**config.mk**
```make
export PLATFORM = sky130hd
export DESIGN_NAME = fp_wb_scoreboard
export DESIGN_NICKNAME = d
export VERILOG_FILES = /design/src/rtl/fp_wb_pkg.sv /design/src/rtl/fp_wb_fifo.sv /design/src/rtl/fp_wb_scoreboard.sv
export SDC_FILE = /design/constraint.sdc
export NUM_CORES = 1
export LEC_CHECK = 0
export CORE_ASPECT_RATIO = 1.4
export CORE_UTILIZATION = 46
export CTS_CLUSTER_DIAMETER = 100
export DETAILED_ROUTE_END_ITERATION = 12
export HOLD_SLACK_MARGIN = 0.1
export PLACE_DENSITY = 0.74
export SLEW_MARGIN = 20
export SYNTH_ARGS = -nofsm -noshare
export SYNTH_HDL_FRONTEND = slang
export SYNTH_SLANG_ARGS = --single-unit
```
**constraint.sdc**
```tcl
create_clock -name clk_i -period 2.6 [get_ports clk_i]
set_input_delay 0.26 -clock clk_i [delete_from_list [all_inputs] [get_ports clk_i]]
set_output_delay 0.26 -clock clk_i [all_outputs]
set_load 0.01 [all_outputs]
```
**src/rtl/fp_wb_pkg.sv**
```systemverilog
// Shared types for the FP writeback scoreboard: register index, writeback
// request record and register-file geometry.
package fp_wb_pkg;

  localparam int NUM_FREGS = 32;
  localparam int WB_DATA_W = 32;

  typedef logic [4:0] freg_idx_t;

  typedef struct packed {
    freg_idx_t              frd;
    logic [WB_DATA_W-1:0]   data;
  } wb_req_t;

endpackage

```
**src/rtl/fp_wb_fifo.sv**
```systemverilog
// Small synchronous FIFO holding FPU results until they win the register-file
// write port. Push and pop may happen in the same cycle.
module fp_wb_fifo
  import fp_wb_pkg::*;
#(
  parameter type req_t = wb_req_t,
  parameter int  DEPTH = 2
) (
  input  logic clk_i,
  input  logic rst_ni,
  input  logic push_i,
  input  req_t data_i,
  input  logic pop_i,
  output req_t data_o,
  output logic full_o,
  output logic empty_o
);

  localparam int PTR_W = (DEPTH > 1) ? $clog2(DEPTH) : 1;
  localparam int CNT_W = PTR_W + 1;

  req_t             mem_q [DEPTH];
  logic [PTR_W-1:0] wr_ptr_q;
  logic [PTR_W-1:0] rd_ptr_q;
  logic [CNT_W-1:0] cnt_q;
  logic             do_push;
  logic             do_pop;

  assign full_o  = (cnt_q == CNT_W'(DEPTH));
  assign empty_o = (cnt_q == '0);
  assign do_push = push_i & ~full_o;
  assign do_pop  = pop_i & ~empty_o;
  assign data_o  = mem_q[rd_ptr_q];

  // Storage carries no reset; occupancy is tracked by the pointers and count.
  always_ff @(posedge clk_i) begin
    if (do_push) begin
      mem_q[wr_ptr_q] <= data_i;
    end
  end

  always_ff @(posedge clk_i or negedge rst_ni) begin
    if (!rst_ni) begin
      wr_ptr_q <= '0;
      rd_ptr_q <= '0;
      cnt_q    <= '0;
    end else begin
      if (do_push) begin
        wr_ptr_q <= wr_ptr_q + PTR_W'(1);
      end
      if (do_pop) begin
        rd_ptr_q <= rd_ptr_q + PTR_W'(1);
      end
      case ({do_push, do_pop})
        2'b10:   cnt_q <= cnt_q + CNT_W'(1);
        2'b01:   cnt_q <= cnt_q - CNT_W'(1);
        default: cnt_q <= cnt_q;
      endcase
    end
  end

  a_no_push_when_full : assert property (@(posedge clk_i) disable iff (!rst_ni)
    push_i |-> !full_o);

  a_no_pop_when_empty : assert property (@(posedge clk_i) disable iff (!rst_ni)
    pop_i |-> !empty_o);

endmodule

```
**src/rtl/fp_wb_scoreboard.sv**
```systemverilog
// FP writeback scoreboard: per-register pending-write tracking with RAW/WAW
// issue stall, and FPU/LSU arbitration onto the single register-file write port.
module fp_wb_scoreboard
  import fp_wb_pkg::*;
#(
  parameter int DATA_W     = 32,
  parameter int FIFO_DEPTH = 2,
  parameter int STARVE_MAX = 4
) (
  input  logic              clk_i,
  input  logic              rst_ni,
  input  logic              issue_valid_i,
  input  logic              issue_wr_i,
  input  logic [4:0]        issue_frd_i,
  input  logic [14:0]       issue_frs_i,
  input  logic [2:0]        issue_rs_used_i,
  output logic              issue_stall_o,
  input  logic              fpu_valid_i,
  output logic              fpu_ready_o,
  input  logic [4:0]        fpu_frd_i,
  input  logic [DATA_W-1:0] fpu_data_i,
  input  logic              lsu_valid_i,
  output logic              lsu_ready_o,
  input  logic [4:0]        lsu_frd_i,
  input  logic [DATA_W-1:0] lsu_data_i,
  output logic              fregwrite_o,
  output logic [4:0]        frd_o,
  output logic [DATA_W-1:0] writeback_data_o,
  output logic [31:0]       busy_o
);

  // Handshakes: a result transfers on a cycle where valid and ready are both
  // high; ready never depends on valid of the same port, and a producer keeps
  // valid and payload stable until the transfer happens.

  typedef struct packed {
    freg_idx_t         frd;
    logic [DATA_W-1:0] data;
  } wb_entry_t;

  localparam int SC_W = $clog2(STARVE_MAX + 1);

  logic [NUM_FREGS-1:0] busy_q;
  logic [NUM_FREGS-1:0] busy_d;
  logic [NUM_FREGS-1:0] set_mask;
  logic [NUM_FREGS-1:0] clr_mask;
  logic                 src_hit;
  logic                 issue_fire;

  wb_entry_t            fpu_entry;
  wb_entry_t            lsu_entry;
  wb_entry_t            fifo_head;
  wb_entry_t            win_entry;
  logic                 fifo_push;
  logic                 fifo_pop;
  logic                 fifo_full;
  logic                 fifo_empty;

  logic [SC_W-1:0]      starve_q;
  logic [SC_W-1:0]      starve_d;
  logic                 force_head;
  logic                 lsu_win;
  logic                 win_valid;

  // ---------------- hazard detection ----------------
  always_comb begin
    src_hit = 1'b0;
    for (int s = 0; s < 3; s++) begin
      if (issue_rs_used_i[s] && busy_q[issue_frs_i[s*5 +: 5]]) begin
        src_hit = 1'b1;
      end
    end
  end

  assign issue_stall_o = issue_valid_i & (src_hit | (issue_wr_i & busy_q[issue_frd_i]));
  assign issue_fire    = issue_valid_i & ~issue_stall_o;

  // Clear tracks the write currently on the port; a set of the same bit wins.
  assign set_mask = (issue_fire & issue_wr_i) ? (NUM_FREGS'(1) << issue_frd_i) : '0;
  assign clr_mask = fregwrite_o ? (NUM_FREGS'(1) << frd_o) : '0;
  assign busy_d   = (busy_q & ~clr_mask) | set_mask;
  assign busy_o   = busy_q;

  // ---------------- FPU result buffer ----------------
  assign fpu_entry   = {fpu_frd_i, fpu_data_i};
  assign lsu_entry   = {lsu_frd_i, lsu_data_i};
  assign fpu_ready_o = ~fifo_full;
  assign fifo_push   = fpu_valid_i & fpu_ready_o;

  fp_wb_fifo #(
    .req_t (wb_entry_t),
    .DEPTH (FIFO_DEPTH)
  ) u_fifo (
    .clk_i   (clk_i),
    .rst_ni  (rst_ni),
    .push_i  (fifo_push),
    .data_i  (fpu_entry),
    .pop_i   (fifo_pop),
    .data_o  (fifo_head),
    .full_o  (fifo_full),
    .empty_o (fifo_empty)
  );

  // ---------------- write-port arbitration ----------------
  always_comb begin
    force_head = (starve_q == SC_W'(STARVE_MAX)) & ~fifo_empty;
    fifo_pop   = force_head | (~lsu_valid_i & ~fifo_empty);
    lsu_win    = ~force_head & lsu_valid_i;
    win_valid  = fifo_pop | lsu_win;
    win_entry  = fifo_pop ? fifo_head : lsu_entry;
  end

  assign lsu_ready_o = ~force_head;

  // The counter measures how long a waiting FPU head has been passed over.
  always_comb begin
    starve_d = starve_q;
    if (fifo_pop || fifo_empty) begin
      starve_d = '0;
    end else if (lsu_win && (starve_q != SC_W'(STARVE_MAX))) begin
      starve_d = starve_q + SC_W'(1);
    end
  end

  always_ff @(posedge clk_i or negedge rst_ni) begin
    if (!rst_ni) begin
      busy_q           <= '0;
      starve_q         <= '0;
      fregwrite_o      <= 1'b0;
      frd_o            <= '0;
      writeback_data_o <= '0;
    end else begin
      busy_q      <= busy_d;
      starve_q    <= starve_d;
      fregwrite_o <= win_valid;
      if (win_valid) begin
        frd_o            <= win_entry.frd;
        writeback_data_o <= win_entry.data;
      end
    end
  end

  // ---------------- protocol checks ----------------
  a_write_was_pending : assert property (@(posedge clk_i) disable iff (!rst_ni)
    fregwrite_o |-> busy_q[frd_o]);

  a_no_lsu_fpu_same_frd : assert property (@(posedge clk_i) disable iff (!rst_ni)
    (lsu_valid_i && !fifo_empty) |-> (lsu_frd_i != fifo_head.frd));

endmodule

```
==> flow_summary.json, run 1 <==
{
  "worst_slew_pin_slew_ns": 0.837,
  "wire_per_inst_um": 20.2,
  "drtIter0Drc": 428,
  "worstSetupPathType": "flip-flop to output pin",
  "p_leak_nw": 4.03,
  "cts_tree": "built",
  "synth_cell_types": 45,
  "numClockSinks": 151,
  "finalMaxSlewViolations": 0,
  "antenna_found_initial": 0,
  "cp_max_fo": 5,
  "cts_made_buffers": 17,
  "grt_overflow": 0,
  "syn_to_final_growth_pct": 39.8,
  "first_pass_iters": 6,
  "synth_top_area_cell": "edfxtp_1",
  "rsz0062_at_grt": "true",
  "fill_cells": 1238,
  "post-route-drc-count": 0,
  "num_rows": 55,
  "final_cell_mix": "clkdlybuf4s50_1, o21ai_0, nand2_1",
  "viasPerCell": 5.81,
  "worstSkewPairLatency_ns": 0.42,
  "start_kind": "flip-flop",
  "max_freq_ghz": 0.353,
  "dp_hpwl_um": 15300,
  "cts_root_buffer": "clkbuf_16",
  "synth_enable_flop_cells": 74,
  "fp.dieArea_um2": 16900,
  "muxShareOfSynthArea_pct": 16.8,
  "hold_violations": 0,
  "grt_pass1_wl_um": 32600,
  "via_count": 6027,
  "synth-seq-area-share_pct": 55.1,
  "setup_violations": 1,
  "pin_count": 176,
  "min_period_ns": 2.83,
  "cts_max_level": 4,
  "path_delay_family": "compound AO/OA/AOI/OAI gates",
  "netlist_instances": 609,
  "synth_fa_ha_area_share_pct": 0.498,
  "synth_xor_area_share_pct": 0.581,
  "ys_ff_latch": 151,
  "whs_ns": 0.409,
  "wl_um": 21000,
  "synth_compound_area_share_pct": 13.9,
  "clkSlewWorstSetupHoldPaths_ns": 0.07,
  "synth_area_per_cell_um2": 12.4,
  "grt_pass1_vias": 6190,
  "die_width_um": 110,
  "endpoint_kind": "output pin",
  "yosys_warnings": 0,
  "relSlewSlack_pct": 44.2,
  "final_nets": 932,
  "cpPeakStageDelay_ns": 0.47,
  "setup_ws_ns": -0.232,
  "cts_buffer_depth": 2,
  "portBuffers": 175,
  "die_h_um": 153,
  "routabilityCongestion": 1.00,
  "track_usage_pct": 26.0,
  "multi_input_area_um2": 3240,
  "diodes": 0,
  "fin_worst_skew_ns": 0.0159,
  "peakVddDrop_v": 0.000622,
  "cp.arrival_ns": 2.57,
  "status": "complete, but fails checks",
  "synth_top_family_by_area": "multiplexers",
  "dp_cells": 1003,
  "regArea_um2": 4150,
  "cp.required_ns": 2.34,
  "grt_max_degree": 78,
  "synth_nets": 715,
  "final.setup.tns_ns": -0.232,
  "drv_cap": 0,
  "crit_slowest_cell": "mux4_2",
  "drt.antenna.violating_nets": 0,
  "power_mw": 11.6,
  "yosysTopAreaCellShare_pct": 29.5,
  "p_per_area_nw_per_um2": 1100,
  "yosys-top-cells-area": "edfxtp_1, dfrtp_1, mux4_2",
  "netlist_area_um2": 7530,
  "start_util_pct": 46.8,
  "final_core_util_pct": 65.4,
  "synthFlopType": "dfrtp_1",
  "period_share_pct": 109,
  "drive_gt1_share_pct": 20.9,
  "hold_path.class": "input port to flip-flop",
  "synthArstFlopShare_pct": 51.0,
  "violations": "negative setup slack",
  "crit_chain": "buf_4 -> mux4_2 -> nor2b_1 -> a211oi_2 -> a21oi_1 -> a31o_2 -> o31a_1 -> buf_2",
  "synth-simple-area-share_pct": 10.2,
  "final_common_cell": "clkdlybuf4s50_1",
  "instances_no_fill": 1038,
  "core_region_area_um2": 16100,
  "worst-path-buf-inv": 2
}
flip-flops by register name, indices dropped and copies added, names as in the netlist:
name and cells:
busy_o 32, frd_o 5, fregwrite_o 1, starve_q 3
u_fifo.cnt_q 2, u_fifo.mem_q 74, u_fifo.rd_ptr_q 1, u_fifo.wr_ptr_q 1
writeback_data_o 32
synthesized netlist by cell type (all sizes together) (2+ instances only):
| cell | count |
|---|---|
| a211oi | 2 |
| a21oi | 3 |
| buf | 20 |
| clkbuf | 21 |
| dfrtp | 77 |
| edfxtp | 74 |
| ha | 3 |
| inv | 6 |
| mux2i | 51 |
| mux4 | 32 |
| nand2 | 82 |
| nand2b | 6 |
| nand3 | 37 |
| nand3b | 4 |
| nand4b | 2 |
| nor2 | 14 |
| nor2b | 4 |
| nor3 | 4 |
| nor3b | 2 |
| o21ai | 109 |
| o31ai | 33 |
| or2 | 5 |
| xnor2 | 3 |
| xor2 | 2 |
cell type report:
type                            instances  area share (%)
Sequential cell                       151            39.4
Clock buffer                           18            4.08
Clock inverter                         14            1.47
Inverter                                6           0.214
Multi-Input combinational cell        411            30.7
Tap cell                              199            2.36
Timing Repair Buffer                  239            21.7
kinds of logic after synthesis:
group / after synthesis
AND/OR/NAND/NOR: 166
XOR/XNOR: 5
buffers and inverters: 47
multiplexers: 84
adder cells (fa/ha/maj): 3
flip-flops: 151
AO/OA/AOI/OAI: 153
power breakdown:
part           internal [mW]  switching, mW  total (mW)
sequential              3.41          0.717        4.13
combinational           2.68           2.42        5.10
clock                   1.28           1.10        2.38
stage by stage:
stage	area, µm²	worst slack [ns]
2_1_floorplan	7530	0.301
3_3_place_gp	9870	-0.738
3_5_place_dp	9870	-0.777
4_1_cts	10500	-0.265
5_1_grt	10500	-0.284
6_report	10500	-0.232
path summary, 6_finish.rpt:
path,from,to,slack (ns),depth (start not counted)
hold / removal,fpu_data_i[23],u_fifo.mem_q[0][23]$_DFFE_PP_,0.41,1
max in group asynchronous,rst_ni,busy_o[21]$_DFF_PN0_,1.58,2
hold reg to reg,starve_q[0]$_DFFE_PN0P_,starve_q[0]$_DFFE_PN0P_,0.46,1
setup / recovery,busy_o[18]$_DFF_PN0_,issue_stall_o,-0.23,8
setup reg to reg,busy_o[21]$_DFF_PN0_,busy_o[1]$_DFF_PN0_,0.10,6
min in group asynchronous,rst_ni,busy_o[3]$_DFF_PN0_,0.45,2
worst reg2reg max path, cell delays in order, from the launching register on:
cell and delay, ns:
dfrtp_2 0.44, mux4_2 0.48, mux4_2 0.52, o2111ai_4 0.24
o21ai_4 0.09, buf_4 0.31, o31ai_2 0.34
timing repair:
item / CTS / global route
buffers inserted: 4 / 0
gates resized for setup: 9 / 9
pin swaps: 4 / 1
hold buffers: 1 / 0
endpoints found under the setup margin: 16 / 33
endpoints found under the hold margin: 77 / 0
per-layer routing:
metal	GRT usage [%]	routed length (µm)	share of wire [%]
met1	28.9	7380	35
met2	44.5	10800	52
met3	7.80	1780	8.5
met4	13.0	970	4.6
met5	0	0	0
(Power assumes the default switching activity.)
==> run 2: changes to the inputs <==
CORE_ASPECT_RATIO = 0.5   (was 1.4)
CTS_CLUSTER_SIZE = 8   (was unset)
==> run 2 against run 1 <==
  * The flow still finishes with violations (negative setup slack)
  * Sequential share of layout area shrank 0.31 points
  * Non-clock buffer count grew 12
  * Setup slack lost 0.0075 ns
  * Critical endpoint unchanged
  * First-iteration DRC count grew 18%
  * Register-to-register slack is essentially flat
  * Power grew 1.8%
  * Final area grew 0.84%
==> flow_summary.json, run 2 (synthesis gave the netlist of run 1 again) <==
{
  "crit_chain": "mux4_2 -> mux4_2 -> o2111ai_4 -> o21ai_4 -> o31a_1 -> buf_2",
  "endpoint_kind": "output pin",
  "top_usage_layer": "met2",
  "p_per_area_nw_per_um2": 1110,
  "cts_tree": "built",
  "period_share_pct": 109,
  "p_int_mw": 7.58,
  "first_pass_iters": 4,
  "drv_cap": 0,
  "die_width_um": 183,
  "cpMostUsedCell": "mux4_2",
  "hold_path.class": "input port to async pin",
  "wire_per_inst_um": 19.7,
  "grt_pass1_vias": 6199,
  "instances_no_fill": 1072,
  "final_core_util_pct": 67.7,
  "cp.required_ns": 2.34,
  "fin_worst_skew_ns": 0.00635,
  "p_leak_nw": 4.07,
  "drtIter0Drc": 505,
  "cts_made_buffers": 17,
  "cpPeakStageDelay_ns": 0.51,
  "p_sw_share_pct": 35.9,
  "use_met1_pct": 32.6,
  "start_kind": "flip-flop",
  "p_comb_share_pct": 44.4,
  "rsz0062_at_grt": "true",
  "cp.arrival_ns": 2.58,
  "max_freq_ghz": 0.352,
  "worstSetupPathType": "flip-flop to output pin",
  "fp.dieArea_um2": 16900,
  "finalMaxSlewViolations": 0,
  "core_region_area_um2": 15700,
  "final_nets": 944,
  "min_period_ns": 2.84,
  "clkSlewWorstSetupHoldPaths_ns": 0.06,
  "use_met2_pct": 44.9,
  "preCtsSetupSlack_ns": -0.709,
  "setup_violations": 1,
  "dp_hpwl_um": 15200,
  "drt.antenna.violating_nets": 0,
  "relSlewSlack_pct": 63.1,
  "start_util_pct": 48.0,
  "track_usage_pct": 25.9,
  "syn_to_final_growth_pct": 41.0,
  "portBuffers": 175,
  "r2r_cells": 6,
  "seqPwrFrac_pct": 34.5,
  "final_cell_mix": "clkdlybuf4s50_1, o21ai_0, nand2_1",
  "diodes": 0,
  "grt_max_degree": 52,
  "r2r_end": "busy_o[25]$_DFF_PN0_",
  "final_common_cell": "clkdlybuf4s50_1",
  "crit_slowest_cell": "mux4_2",
  "fill_cells": 1179,
  "cts_buffer_depth": 2,
  "numClockSinks": 151,
  "largest_register_ffs": 74,
  "pwr-share-clk_pct": 21.1,
  "hold_violations": 0,
  "dp_cells": 1036,
  "met3_usage_pct": 5.70,
  "worstSkewPairLatency_ns": 0.41,
  "antenna_found_initial": 0,
  "status": "complete, but fails checks",
  "wl_um": 21100,
  "drive_gt1_share_pct": 21.9,
  "die_h_um": 92.5,
  "cp_max_fo": 5,
  "via_count": 6040,
  "largest_register": "u_fifo.mem_q",
  "cts_root_buffer": "clkbuf_16",
  "post-route-drc-count": 0,
  "pin_count": 176,
  "reg2reg_from": "busy_o[19]$_DFF_PN0_",
  "routabilityCongestion": 0.998,
  "whs_ns": 0.370,
  "num_rows": 32,
  "switching_power_mw": 4.24,
  "peakVddDrop_v": 0.000543,
  "cts_max_level": 4,
  "grt_pass1_wl_um": 33100,
  "viasPerCell": 5.63,
  "violations": "negative setup slack",
  "regToRegSetupSlack_ns": 0.09,
  "grt_overflow": 0,
  "setup_ws_ns": -0.240,
  "worst_slew_pin_slew_ns": 0.553
}
run 2: cell types whose count changed in the layout (fill, tap and decap cells not counted), sizes merged:
cell / change
clkinv: -3
clkdlybuf4s50: +1
clkinvlp: +1
bufinv: +2
dlymetal6s2s: -1
buf: +12
run 2: cell type report:
| class | count | area (µm²) | share of cell area [%] |
|---|---|---|---|
| well taps | 221 | 277 | 2.60 |
| multi-input cells | 411 | 3200 | 30.2 |
| repair buffers | 251 | 2370 | 22.3 |
| clock buffers | 18 | 429 | 4.04 |
| flip-flops and latches | 151 | 4160 | 39.1 |
| clock inverters | 14 | 164 | 1.54 |
| inverters | 6 | 22.5 | 0.212 |
run 2: per-layer routing:
layer / vias up / routed length (µm) / part of all wire [%]
met4: 0 / 271 / 1.3
met1: 2990 / 8680 / 41
met5: - / 0 / 0
met2: 262 / 10600 / 50
met3: 32 / 1560 / 7.4
li1: 2756 / - / -
run 2: how the worst max path moves through the flow:
stage,start,to,slack [ns]
floorplan,busy_o[18]$_DFF_PN0_,issue_stall_o,0.30
global placement,issue_frs_i[6],issue_stall_o,-0.70
detailed placement,issue_frs_i[6],issue_stall_o,-0.71
CTS,busy_o[23]$_DFF_PN0_,issue_stall_o,-0.25
global route,busy_o[21]$_DFF_PN0_,issue_stall_o,-0.30
finish,busy_o[19]$_DFF_PN0_,issue_stall_o,-0.24
run 2: metrics by stage:
step | instance area, µm² | power, mW | setup TNS [ns]
after global routing | 10600 | 12.5 | -0.305
final | 10600 | 11.8 | -0.240
after floorplan | 7530 | 6.54 | 0
after global placement | 9980 | 9.14 | -11.50
after CTS | 10600 | 11.8 | -0.254
after detailed placement | 9980 | 9.28 | -11.81
run 2: timing repair:
action / in CTS / in global routing
hold buffers: 1 / 0
hold endpoints to repair: 38 / 0
setup buffers: 3 / 0
gates resized for setup: 12 / 4
pin swaps: 3 / 2
endpoints found under the setup margin: 1 / 2
run 2: power by group through the flow:
stage          clock network, mW  logic, mW  registers (mW)
2_1_floorplan                  0       2.32            4.22
3_3_place_gp                   0       5.08            4.06
3_5_place_dp                   0       5.17            4.10
4_1_cts                     2.52       5.23            4.07
5_1_grt                     2.64       5.64            4.18
6_report                    2.50       5.25            4.08
run 2: critical path, delay by kind of cell, from the launching register on:
kind / cells / cell delay, ns
AO/OA/AOI/OAI: 3 / 0.58
flip-flops: 1 / 0.46
multiplexers: 2 / 0.98
buffers and inverters: 1 / 0.15
